===== src/rtl/traffic_phase_ctrl.sv =====
// Traffic-intersection phase controller: round-robin or demand-actuated greens with
// yellow and all-red clearance, tick-based timing, and a flashing-yellow maintenance mode.
module traffic_phase_ctrl #(
   parameter int NUM_DIR  = 4,
   parameter int TICK_DIV = 50000000,
   parameter int GREEN_T  = 5,
   parameter int YELLOW_T = 1,
   parameter int ALLRED_T = 1
) (
   input  logic                   clk,
   input  logic                   reset,
   input  logic                   mode,
   input  logic                   flash_req,
   input  logic [NUM_DIR-1:0]     car_present,
   output logic [2*NUM_DIR-1:0]   lights,
   output logic [2:0]             active_dir,
   output logic [1:0]             phase,
   output logic                   tick
);

   localparam int MAX_T = (GREEN_T > YELLOW_T) ? ((GREEN_T > ALLRED_T) ? GREEN_T : ALLRED_T)
                                               : ((YELLOW_T > ALLRED_T) ? YELLOW_T : ALLRED_T);
   localparam int TW = $clog2(MAX_T + 1);
   localparam int PW = $clog2(TICK_DIV);
   localparam int DW = (NUM_DIR > 1) ? $clog2(NUM_DIR) : 1;

   typedef enum logic [1:0] {
      ALLRED = 2'b00,
      GREEN  = 2'b01,
      YELLOW = 2'b10,
      FLASH  = 2'b11
   } state_t;

   state_t             state_reg;
   logic [2:0]         dir_reg;
   logic [PW-1:0]      presc_reg;
   logic [TW-1:0]      timer_reg;
   logic [NUM_DIR-1:0] demand_reg;
   logic               blink_reg;

   logic [TW-1:0]      last_count;
   logic               last_tick;
   logic               enter_green;
   logic [2:0]         next_dir;
   logic [DW-1:0]      cand;
   logic               found;
   logic [NUM_DIR-1:0] others;
   logic [NUM_DIR-1:0] demand_next;

   assign tick       = (presc_reg == PW'(TICK_DIV - 1));
   assign phase      = state_reg;
   assign active_dir = dir_reg;

   always_comb begin
      case (state_reg)
         GREEN:   last_count = TW'(GREEN_T - 1);
         YELLOW:  last_count = TW'(YELLOW_T - 1);
         default: last_count = TW'(ALLRED_T - 1);
      endcase
   end

   assign last_tick   = tick && (timer_reg == last_count);
   assign others      = demand_reg & ~(NUM_DIR'(1) << dir_reg);
   assign enter_green = !flash_req && (state_reg == ALLRED) && last_tick;
   assign demand_next = enter_green ? ((demand_reg | car_present) & ~(NUM_DIR'(1) << next_dir))
                                    : (demand_reg | car_present);

   // Actuated selection scans round-robin from the direction after the current one.
   always_comb begin
      next_dir = 3'((int'(dir_reg) + 1) % NUM_DIR);
      found    = 1'b0;
      cand     = '0;
      if (mode) begin
         for (int k = 1; k <= NUM_DIR; k++) begin
            cand = DW'((int'(dir_reg) + k) % NUM_DIR);
            if (!found && demand_reg[cand]) begin
               next_dir = 3'(cand);
               found    = 1'b1;
            end
         end
      end
   end

   always_ff @(posedge clk or posedge reset) begin
      if (reset) begin
         state_reg  <= ALLRED;
         dir_reg    <= 3'(NUM_DIR - 1);
         presc_reg  <= '0;
         timer_reg  <= '0;
         demand_reg <= '0;
         blink_reg  <= 1'b0;
      end else begin
         presc_reg  <= tick ? '0 : presc_reg + PW'(1);
         demand_reg <= demand_next;
         if (flash_req) begin
            if (state_reg != FLASH) begin
               state_reg <= FLASH;
               blink_reg <= 1'b1;
               timer_reg <= '0;
            end else if (tick) begin
               blink_reg <= ~blink_reg;
            end
         end else if (state_reg == FLASH) begin
            // Leaving maintenance: full clearance, then direction 0 gets the first green.
            state_reg <= ALLRED;
            timer_reg <= '0;
            dir_reg   <= 3'(NUM_DIR - 1);
         end else if (tick) begin
            if (timer_reg == last_count) begin
               timer_reg <= '0;
               case (state_reg)
                  GREEN:   if (!(mode && (others == '0))) state_reg <= YELLOW;
                  YELLOW:  state_reg <= ALLRED;
                  default: begin
                     state_reg <= GREEN;
                     dir_reg   <= next_dir;
                  end
               endcase
            end else begin
               timer_reg <= timer_reg + TW'(1);
            end
         end
      end
   end

   genvar gi;
   generate
      for (gi = 0; gi < NUM_DIR; gi++) begin : g_lamp
         assign lights[2*gi+1:2*gi] =
            (state_reg == FLASH) ? {1'b0, blink_reg} :
            (dir_reg == 3'(gi))  ? ((state_reg == GREEN)  ? 2'b10 :
                                    (state_reg == YELLOW) ? 2'b01 : 2'b00) :
                                   2'b00;
      end
   endgenerate

endmodule


===== config.mk =====
export PLATFORM = sky130hd
export DESIGN_NAME = traffic_phase_ctrl
export DESIGN_NICKNAME = d
export VERILOG_FILES = /design/src/rtl/traffic_phase_ctrl.sv
export SDC_FILE = /design/constraint.sdc
export NUM_CORES = 1
export LEC_CHECK = 0
export BUFFER_PORTS_ARGS = -buffer_cell sky130_fd_sc_hd__buf_4
export CELL_PAD_IN_SITES_DETAIL_PLACEMENT = 1
export CELL_PAD_IN_SITES_GLOBAL_PLACEMENT = 2
export CORE_ASPECT_RATIO = 1.25
export CORE_UTILIZATION = 26
export DETAILED_ROUTE_END_ITERATION = 10
export PLACE_DENSITY = 0.68
export SLEW_MARGIN = 20
export SYNTH_ARGS = -nofsm -noshare
export SYNTH_HDL_FRONTEND = slang
export SYNTH_SLANG_ARGS = --single-unit

===== constraint.sdc =====
create_clock -name clk -period 2.4 [get_ports clk]
set_input_delay 0.12 -clock clk [delete_from_list [all_inputs] [get_ports clk]]
set_output_delay 0.12 -clock clk [all_outputs]
set_load 0.02 [all_outputs]

### Yosys cells after proc, flatten, opt, wreduce, memory -nomap -nowiden

Cells that the tools add are included.

| cells by class | value |
|---|---|
| add/subtract/negate cells | 6 |
| $mul | 0 |
| div/mod/pow operators | 0 |
| magnitude comparators | 4 |
| equal/unequal tests | 12 |
| shift operators | 2 |
| mux-type cells | 50 |
| bitwise operators | 8 |
| reduce and logical (&&, ||, !) cells | 25 |

Operators by type and width:

| kind | count |
|---|---|
| $mux W3 | 15 |
| $mux W2 | 15 |
| $add A26 B1 Y26 const B | 1 |
| $eq A26 B26 Y1 const B | 1 |
| $mux W26 | 1 |
| $mux W1 | 13 |
| $lt A2 B3 Y1 const B | 4 |
| $and A4 B4 Y4 | 2 |
| $bmux W1 S2 | 4 |
| $not A4 Y4 | 2 |
| $reduce_and A4 Y1 | 2 |
| $shl A1 B3 Y4 const A | 2 |
| $logic_and A1 B1 Y1 | 7 |
| $eq A3 B2 Y1 const B | 2 |
| $reduce_bool A2 Y1 | 3 |
| $reduce_bool A3 Y1 | 2 |
| $add A2 B1 Y2 const B | 2 |
| $add A2 B2 Y2 const B | 2 |
| $eq A2 B2 Y1 const B | 2 |
| $logic_not A1 Y1 | 4 |
| $logic_not A4 Y1 | 1 |
| $mux W4 | 1 |
| $ne A2 B1 Y1 const B | 2 |
| $ne A4 B3 Y1 const B | 1 |
| 13 further kinds | 16 |

| storage, ports and cells | value |
|---|---|
| register bits | 39 |
| latch bits | 0 |
| RAM bits | 0 |
| bits in read-only memories | 0 |
| input port bits | 8 |
| output and inout port bits | 14 |
| word-level logic and storage cells | 113 |
| memories kept | 0 |

### Logic depth before layout (Yosys ltp)

Gate-level depths: netlist of the first run.

| logic depth | value |
|---|---|
| depth after elaboration | 21 |
| mapped depth | 9 |
| gate-level depth less buffers | 8 |

### Least setup slack after synthesis of the first run

OpenSTA, ideal clock, no wires.

| timing path | value |
|---|---|
| path kind | register to register |
| start point | register dir_reg[0] (netlist: active_dir[0]) |
| end point | register dir_reg[1] (netlist: active_dir[1]) |
| data arrival time | 2366 ps |
| data required time | 2318 ps |
| slack | -48 ps |
| stages on the path, launching flop included | 9 |
| clock period less this slack | 2448 ps |
| cells stage by stage | dfstp_2 > buf_6 > inv_1 > ha_1 > or2b_1 > o22ai_1 > a2111oi_1 > o31ai_2 > o31a_1 |

| on the way | value |
|---|---|
| cells in the longest elaborated chain, start to end | 21 |

Ends and longest elaborated chain:

| item | line | RTL |
|---|---|---|
| start, declared | 35 | `logic [2:0] dir_reg;` |
| start signal, assigned | 87 | `dir_reg <= 3'(NUM_DIR - 1);` |
| start signal, assigned | 107 | `dir_reg <= 3'(NUM_DIR - 1);` |
| start signal, assigned | 116 | `dir_reg <= next_dir;` |
| $add A2 B1 Y2 | 70, 75 |  |
| $bmux W1 S2 | 76 | `if (!found && demand_reg[cand]) begin` |
| $mux W1 (implied by the code) | 76 |  |
| $mux W1 | 76 |  |
| $mux W1 | 73 | `if (mode) begin` |
| $logic_not A1 Y1 | 76 |  |
| $logic_and A1 B1 Y1 | 76 |  |
| $mux W1 | 76 |  |
| [5 not listed] | - |  |
| $logic_not A1 Y1 | 76 |  |
| $logic_and A1 B1 Y1 | 76 |  |
| $mux W3 | 76 |  |
| $mux W3 (*) | 73 |  |
| $mux W3 (*) | 111 | `case (state_reg)` |
| $mux W3 (*) | 109 | `if (timer_reg == last_count) begin` |
| $mux W3 (*) | 108 | `end else if (tick) begin` |
| $mux W3 (*) | 103 | `end else if (state_reg == FLASH) begin` |

Mark *: on every way between the ends. The rest lies on a longest branch, timed or not. The select of a mux whose other input is x is not followed.
A chain may end at the register's enable or synchronous reset.

### Final worst setup path of the first run

| timing path | value |
|---|---|
| start point | register dir_reg[0] (netlist: active_dir[0]) |
| end point | register demand_reg[2] |

| on the way | value |
|---|---|
| cells in the longest elaborated chain, start to end | 21 |

Ends and longest elaborated chain:

| item | line | RTL |
|---|---|---|
| $add A2 B1 Y2 | 70, 75 |  |
| $bmux W1 S2 | 76 |  |
| $mux W1 (implied by the code) | 76 |  |
| $mux W1 | 76 |  |
| $mux W1 | 73 |  |
| $logic_not A1 Y1 | 76 |  |
| $logic_and A1 B1 Y1 | 76 |  |
| $mux W1 | 76 |  |
| [6 not listed] | - |  |
| $logic_and A1 B1 Y1 | 76 |  |
| $mux W3 | 76 |  |
| $mux W3 (*) | 73 |  |
| $shl A1 B3 Y4 (*) | 65 | `assign demand_next = enter_green ? ((demand_reg \| car_present) & ~(NUM_DIR'(1) << next_dir))` |
| $not A4 Y4 (*) | 65 |  |
| $and A4 B4 Y4 (*) | 65 |  |
| $mux W4 (*) | 65 |  |
| net demand_next[2] | 48 | `logic [NUM_DIR-1:0] demand_next;` |
| end signal, assigned | 94 | `demand_reg <= demand_next;` |
| end, declared | 38 | `logic [NUM_DIR-1:0] demand_reg;` |

Mark *: on every way through the listed nets, which the timed path passes. The rest lies on a longest branch. The select of a mux whose other input is x is not followed.

==> results of run 1 <==
==> cell type report <==
| type | count | share of cell area |
|---|---|---|
| tap | 123 | 0.0514 |
| inverter | 12 | 0.0150 |
| clock inverter | 3 | 0.0134 |
| timing repair buffer | 34 | 0.0902 |
| multi-input combinational | 191 | 0.470 |
| clock buffer | 5 | 0.0418 |
| sequential | 38 | 0.318 |
==> cells in the final DEF, fill, tap and decap left out, types with 3 or more instances in the layout <==
cell	instances
dfrtp_1	36
buf_4	32
nor2_1	28
nand2_1	17
xor2_1	15
nand3_1	13
ha_1	12
inv_1	11
xnor2_1	9
a21oi_1	8
o21ai_0	7
and2_1	5
nor2b_1	5
and3_1	5
clkbuf_16	5
and4_1	4
mux2i_1	4
a22o_1	4
o22ai_1	3
nor3_1	3
nand4_1	3
o21ai_1	3
==> worst max-delay path: cells and delay by family, from the launching register on <==
kind,cells,cell delay [ns]
multiplexers,1,0.48
AO/OA/AOI/OAI,2,0.41
XOR/XNOR,1,0.19
AND/OR/NAND/NOR,2,0.35
buffers and inverters,1,0.15
flip-flops,1,0.60
==> per-stage QoR <==
stage	cell area [µm²]	utilization	hold WS, ns	TNS, ns
after CTS	2950	0.324	0.0706	0
after detailed placement	2780	0.304	0.290	0
after global routing	3000	0.328	0.0902	-0.00661
after global placement	2780	0.304	0.287	0
final	3000	0.328	0.0751	0
after floorplan	2460	-	0.266	0
==> cells by family (layout without fill, tap and decap cells) <==
group	Yosys count	after routing	share of synthesized area
AO/OA/AOI/OAI	42	42	0.129
XOR/XNOR	24	24	0.0859
adder cells (fa/ha/maj)	13	13	0.0665
buffers and inverters	20	54	0.0425
flip-flops	38	38	0.390
multiplexers	6	6	0.0363
other	1	1	0.00153
AND/OR/NAND/NOR	105	105	0.248
==> layer usage <==
| layer | GRT usage | vias up | part of all wire |
|---|---|---|---|
| li1 | - | 939 | - |
| met1 | 0.150 | 959 | 0.42 |
| met2 | 0.246 | 18 | 0.55 |
| met3 | 0.0224 | 6 | 0.018 |
| met4 | 0.0419 | 0 | 0.013 |
| met5 | 0 | - | 0 |
==> where the power goes <==
| part | switching, mW | internal [mW] | leakage (nW) | total, mW |
|---|---|---|---|---|
| clock | 0.260 | 0.486 | 0.0836 | 0.746 |
| sequential | 0.0355 | 0.678 | 0.478 | 0.714 |
| combinational | 0.548 | 0.431 | 0.772 | 0.979 |
==> repair_timing <==
action	4_1_cts	5_1_grt
hold buffers	1	0
gates resized for setup	0	2
hold endpoints to repair	36	0
setup buffers	0	5
setup endpoints to repair	0	6
==> worst paths after layout <==
kind / slack, ns / end / from
worst max-delay path: 0.09 / demand_reg[2] / active_dir[0]
worst min-delay path: 0.08 / demand_reg[2] / car_present[2]
worst max register to register: 0.09 / demand_reg[2] / active_dir[0]
worst min register to register: 0.52 / presc_reg[4] / presc_reg[4]
max in group asynchronous: 1.52 / active_dir[0] / reset
min in group asynchronous: 0.52 / demand_reg[0] / reset
==> impl_metrics.py, run 1 <==
metrics = {
    "floorplanning": {
        "die_area_um2": 9800,
        "rows": 39,
        "io_pins": 22,
        "fp.coreArea_um2": 9130,
        "die_w_um": 88.8,
        "die_y_um": 110,
        "start_util": 0.268,
    },
    "clocking": {
        "clockRootBuffer": "clkbuf_16",
        "clock_latency_ns": 0.28,
        "cts_tree": "done",
        "h-tree-depth": 2,
        "cts.sinks": 38,
        "cts_made_buffers": 5,
        "clk_path_buf_depth": 2,
        "clk_pin_slew_worst_paths_ns": 0.06,
    },
    "run": {
        "drv_cap": 0,
    },
    "setup_path": {
        "path_class": "flip-flop to flip-flop",
        "worstPathCellList": "buf_4 -> mux4_2 -> nor2b_1 -> o31ai_2 -> xnor2_1 -> nor2b_4 -> a21oi_2",
        "cp_max_fo": 7,
        "required_ns": 2.56,
        "max_stage_delay_ns": 0.60,
        "cp_slowest_cell": "dfstp_2",
        "cp_data_arrival_time_ns": 2.46,
        "critPathLaunchType": "flip-flop",
        "reg2reg_depth": 7,
        "end_kind": "flip-flop",
    },
    "routing": {
        "wl_per_cell_um": 14.7,
        "drt-initial-drc-count": 50,
        "postRouteAntennaNets": 0,
        "first_pass_iters": 4,
        "num_vias": 1922,
        "drc_errors": 0,
        "routed_wl_mm": 5.95,
        "vias_per_cell": 4.73,
    },
    "cells_and_area": {
        "multi_input_area_um2": 1410,
        "drive_gt1_frac": 0.230,
        "fill_cells": 1066,
        "synthToLayoutAreaGrowth_pct": 22.5,
        "layoutNonFillerInstCount": 406,
        "largest_reg_flops": 26,
        "seqCellArea_um2": 953,
        "num_antenna_cells": 0,
        "final_nets": 303,
    },
    "global_route": {
        "grt_antenna_before_repair": 0,
        "grt_max_degree": 39,
        "grt-ovfl-total": 0,
        "grtUsageTotal": 0.133,
        "grt_pass1_wl_mm": 10.2,
        "grt_pass1_vias": 2084,
    },
    "sta": {
        "finalCritPeriodShare": 0.962,
        "max_slew_margin": 0.666,
        "fin_skew_ns": 0.00373,
        "final.min_clock_period_ns": 2.31,
        "finalSetupViolCount": 0,
        "maxSlewViolCount": 0,
        "worst_slack_ns": 0.0917,
        "tightest_slew_ns": 0.502,
        "final_hold_viol_count": 0,
        "clock.fmax_mhz": 433,
    },
    "synthesis": {
        "synth-seq-cells": 38,
        "yosysTopAreaCell": "dfrtp_1",
        "synth_cell_types": 57,
        "ys_top_cells_by_count": "dfrtp_1 (36), nor2_1 (28), nand2_1 (17)",
        "syn_nets": 270,
        "netlist_area_um2": 2450,
        "synth_top_cell_area_share": 0.368,
        "synth_ff_type": "dfrtp_1",
        "synth_warnings": 0,
        "yosysMostFrequentCell": "dfrtp_1",
        "synth-seq-area-share": 0.390,
        "ys_async_sr_fraction": 1.00,
        "ys_top_cells_by_area": "dfrtp_1 (37%), ha_1 (6.6%), xor2_1 (5.4%), nor2_1 (4.3%), xnor2_1 (3.2%)",
        "synthCells": 249,
        "syn_area_per_cell_um2": 9.82,
        "synth_edf_count": 0,
    },
    "power": {
        "ir_drop_uv": 254,
        "power.density_nw_per_um2": 814,
        "totalPowerFinal_mw": 2.44,
        "power.leakage_nw": 1.33,
    },
    "hold_path": {
        "hold_depth": 3,
        "hp-class": "input pin to flip-flop",
    },
    "status": {
        "status": "finished clean",
    },
    "placed_design": {
        "dp.cells": 392,
        "place_congestion": 0.780,
        "place_ws_ns": 0.0191,
        "port_buffers": 20,
        "dpl.hpwl_mm": 4.36,
    },
}
Note: power is estimated with default switching activity, not from simulation.
==> run 2, diff against run 1 <==
--- a/config.mk
+++ b/config.mk
@@ -11,7 +11,7 @@
 export CORE_ASPECT_RATIO = 1.25
 export CORE_UTILIZATION = 26
 export DETAILED_ROUTE_END_ITERATION = 10
-export PLACE_DENSITY = 0.68
+export PLACE_DENSITY = 0.66
 export SLEW_MARGIN = 20
 export SYNTH_ARGS = -nofsm -noshare
 export SYNTH_HDL_FRONTEND = slang
==> constraint.sdc (replaced) <==
create_clock -name clk -period 2.2 [get_ports clk]
set_input_delay 0.11 -clock clk [delete_from_list [all_inputs] [get_ports clk]]
set_output_delay 0.11 -clock clk [all_outputs]
set_load 0.02 [all_outputs]
==> run 2 against run 1 <==
Net effect:
- die area unchanged
- design area up 4.0%
- clock skew up 0.0034 ns
- sequential power up 9.8%
- critical path depth unchanged
- cell count up 3.0%
- highest routed layer unchanged
==> impl_metrics.py, run 2 (synthesized netlist as in run 1, its figures left out) <==
metrics = {
    "status": {
        "status": "finished clean",
    },
    "cells_and_area": {
        "largest_reg_flops": 26,
        "final_nets": 315,
        "utilization": 0.341,
        "layout_commonest_cell": "buf_4",
        "layout_common_cells": "buf_4 (44), dfrtp_1 (36), nor2_1 (28), nand2_1 (17), xor2_1 (15)",
        "num_antenna_cells": 0,
        "drive_gt1_frac": 0.271,
        "synthToLayoutAreaGrowth_pct": 27.4,
        "final_area_um2": 3120,
    },
    "placed_design": {
        "place_area_um2": 2890,
        "place_ws_ns": 0.00879,
        "place_congestion": 0.781,
        "port_buffers": 20,
        "dpl.hpwl_mm": 4.42,
    },
    "routing": {
        "num_vias": 1999,
        "vias_per_cell": 4.78,
        "postRouteAntennaNets": 0,
        "routed_wl_mm": 5.77,
        "wl_per_cell_um": 13.8,
        "first_pass_iters": 4,
        "drt-initial-drc-count": 38,
        "drc_errors": 0,
    },
    "clocking": {
        "clockRootBuffer": "clkbuf_16",
        "h-tree-depth": 2,
        "cts_tree": "done",
        "clk_pin_slew_worst_paths_ns": 0.06,
        "clock_latency_ns": 0.28,
        "cts.sinks": 38,
        "cts_made_buffers": 5,
        "clk_path_buf_depth": 2,
    },
    "power": {
        "power.leakage_nw": 1.40,
        "totalPowerFinal_mw": 2.73,
        "ir_drop_uv": 356,
        "power.density_nw_per_um2": 875,
    },
    "global_route": {
        "grt_pass1_vias": 2064,
        "grt_antenna_before_repair": 0,
        "grt_pass1_wl_mm": 9.95,
        "grt_max_degree": 39,
        "grtUsageTotal": 0.130,
        "grt-ovfl-total": 0,
    },
    "floorplanning": {
        "io_pins": 22,
        "start_util": 0.268,
        "die_area_um2": 9800,
        "die_w_um": 88.8,
        "fp.coreArea_um2": 9130,
        "rows": 39,
        "die_y_um": 110,
    },
    "sta": {
        "final.min_clock_period_ns": 2.12,
        "finalCritPeriodShare": 0.963,
        "final_hold_viol_count": 0,
        "fin_worst_hold_slack_ns": 0.0709,
        "clock.fmax_mhz": 472,
        "maxSlewViolCount": 0,
        "rsz0062_at_grt": "true",
        "max_slew_margin": 0.662,
        "tightest_slew_ns": 0.507,
        "worst_slack_ns": 0.0823,
        "fin_skew_ns": 0.00709,
        "finalSetupViolCount": 0,
    },
    "hold_path": {
        "hp-class": "input pin to flip-flop",
        "hold_start": "car_present[1]",
        "hold_end": "demand_reg[1]",
        "hold_depth": 3,
    },
    "setup_path": {
        "reg2reg_depth": 7,
        "crit_family": "compound AO/OA/AOI/OAI gates",
        "startpoint": "active_dir[0]",
        "cp_max_fo": 6,
        "r2r_end": "demand_reg[3]",
        "cp_data_arrival_time_ns": 2.28,
        "path_class": "flip-flop to flip-flop",
        "max_stage_delay_ns": 0.46,
        "worstPathCellList": "buf_6 -> or3b_4 -> a2111oi_4 -> a2111oi_2 -> o31ai_2 -> buf_4 -> a21oi_1",
        "required_ns": 2.37,
        "r2r_start": "active_dir[0]",
        "critPathLaunchType": "flip-flop",
        "end_kind": "flip-flop",
        "cp_slowest_cell": "a2111oi_4",
        "crit_buf_inv": 2,
        "ff2ff_setup_slack_ns": 0.08,
    },
    "run": {
        "drv_cap": 0,
    },
}
## run 2: area by class of cell
class,count,area (µm²)
tap,123,154
inverter,12,47.5
multi-input combinational,191,1440
timing repair buffer,46,352
sequential,38,953
fill,1065,6010
clock inverter,3,45.0
clock buffer,5,125
## run 2: layer usage
layer,vias up,share of wire,track usage
met5,-,0,0
met4,0,0.015,0.0419
met3,6,0.026,0.0217
met2,22,0.55,0.234
met1,1007,0.41,0.153
li1,964,-,-
## run 2: how the worst max path moves through the flow
stage                     slack [ns]  depth (start not counted)            end
final                           0.08                          7  demand_reg[3]
after global routing          0.0008                          8  demand_reg[3]
after CTS                       0.03                          8  demand_reg[0]
after detailed placement       0.009                          7  demand_reg[0]
after global placement          0.06                          6  demand_reg[2]
after floorplan                -0.10                          9  demand_reg[2]
## run 2: power by group
| part | internal [mW] | leakage, nW | switching [mW] |
|---|---|---|---|
| Sequential | 0.741 | 0.478 | 0.0440 |
| Combinational | 0.523 | 0.848 | 0.597 |
| Clock | 0.534 | 0.0760 | 0.287 |
| Total | 1.80 | 1.40 | 0.928 |
## run 2: metrics by stage
| step | TNS [ns] | cells |
|---|---|---|
| 4_1_cts | 0 | 417 |
| 3_5_place_dp | 0 | 408 |
| 3_3_place_gp | 0 | 408 |
| 5_1_grt | 0 | 418 |
| 2_1_floorplan | -0.312 | 249 |
| 6_report | 0 | 418 |
## run 2: tightest hold or removal path, stage by stage
cell     delay [ns]
buf_4          0.08
nor2_1         0.03
a21oi_1        0.10
## run 2: timing repair
| action | 4_1_cts | 5_1_grt |
|---|---|---|
| gates cloned | 0 | 0 |
| resized for setup | 1 | 6 |
| pin swaps | 2 | 2 |
| hold buffers | 1 | 0 |
| setup endpoints to repair | 2 | 7 |
| hold endpoints to repair | 36 | 0 |
| setup buffers | 0 | 1 |
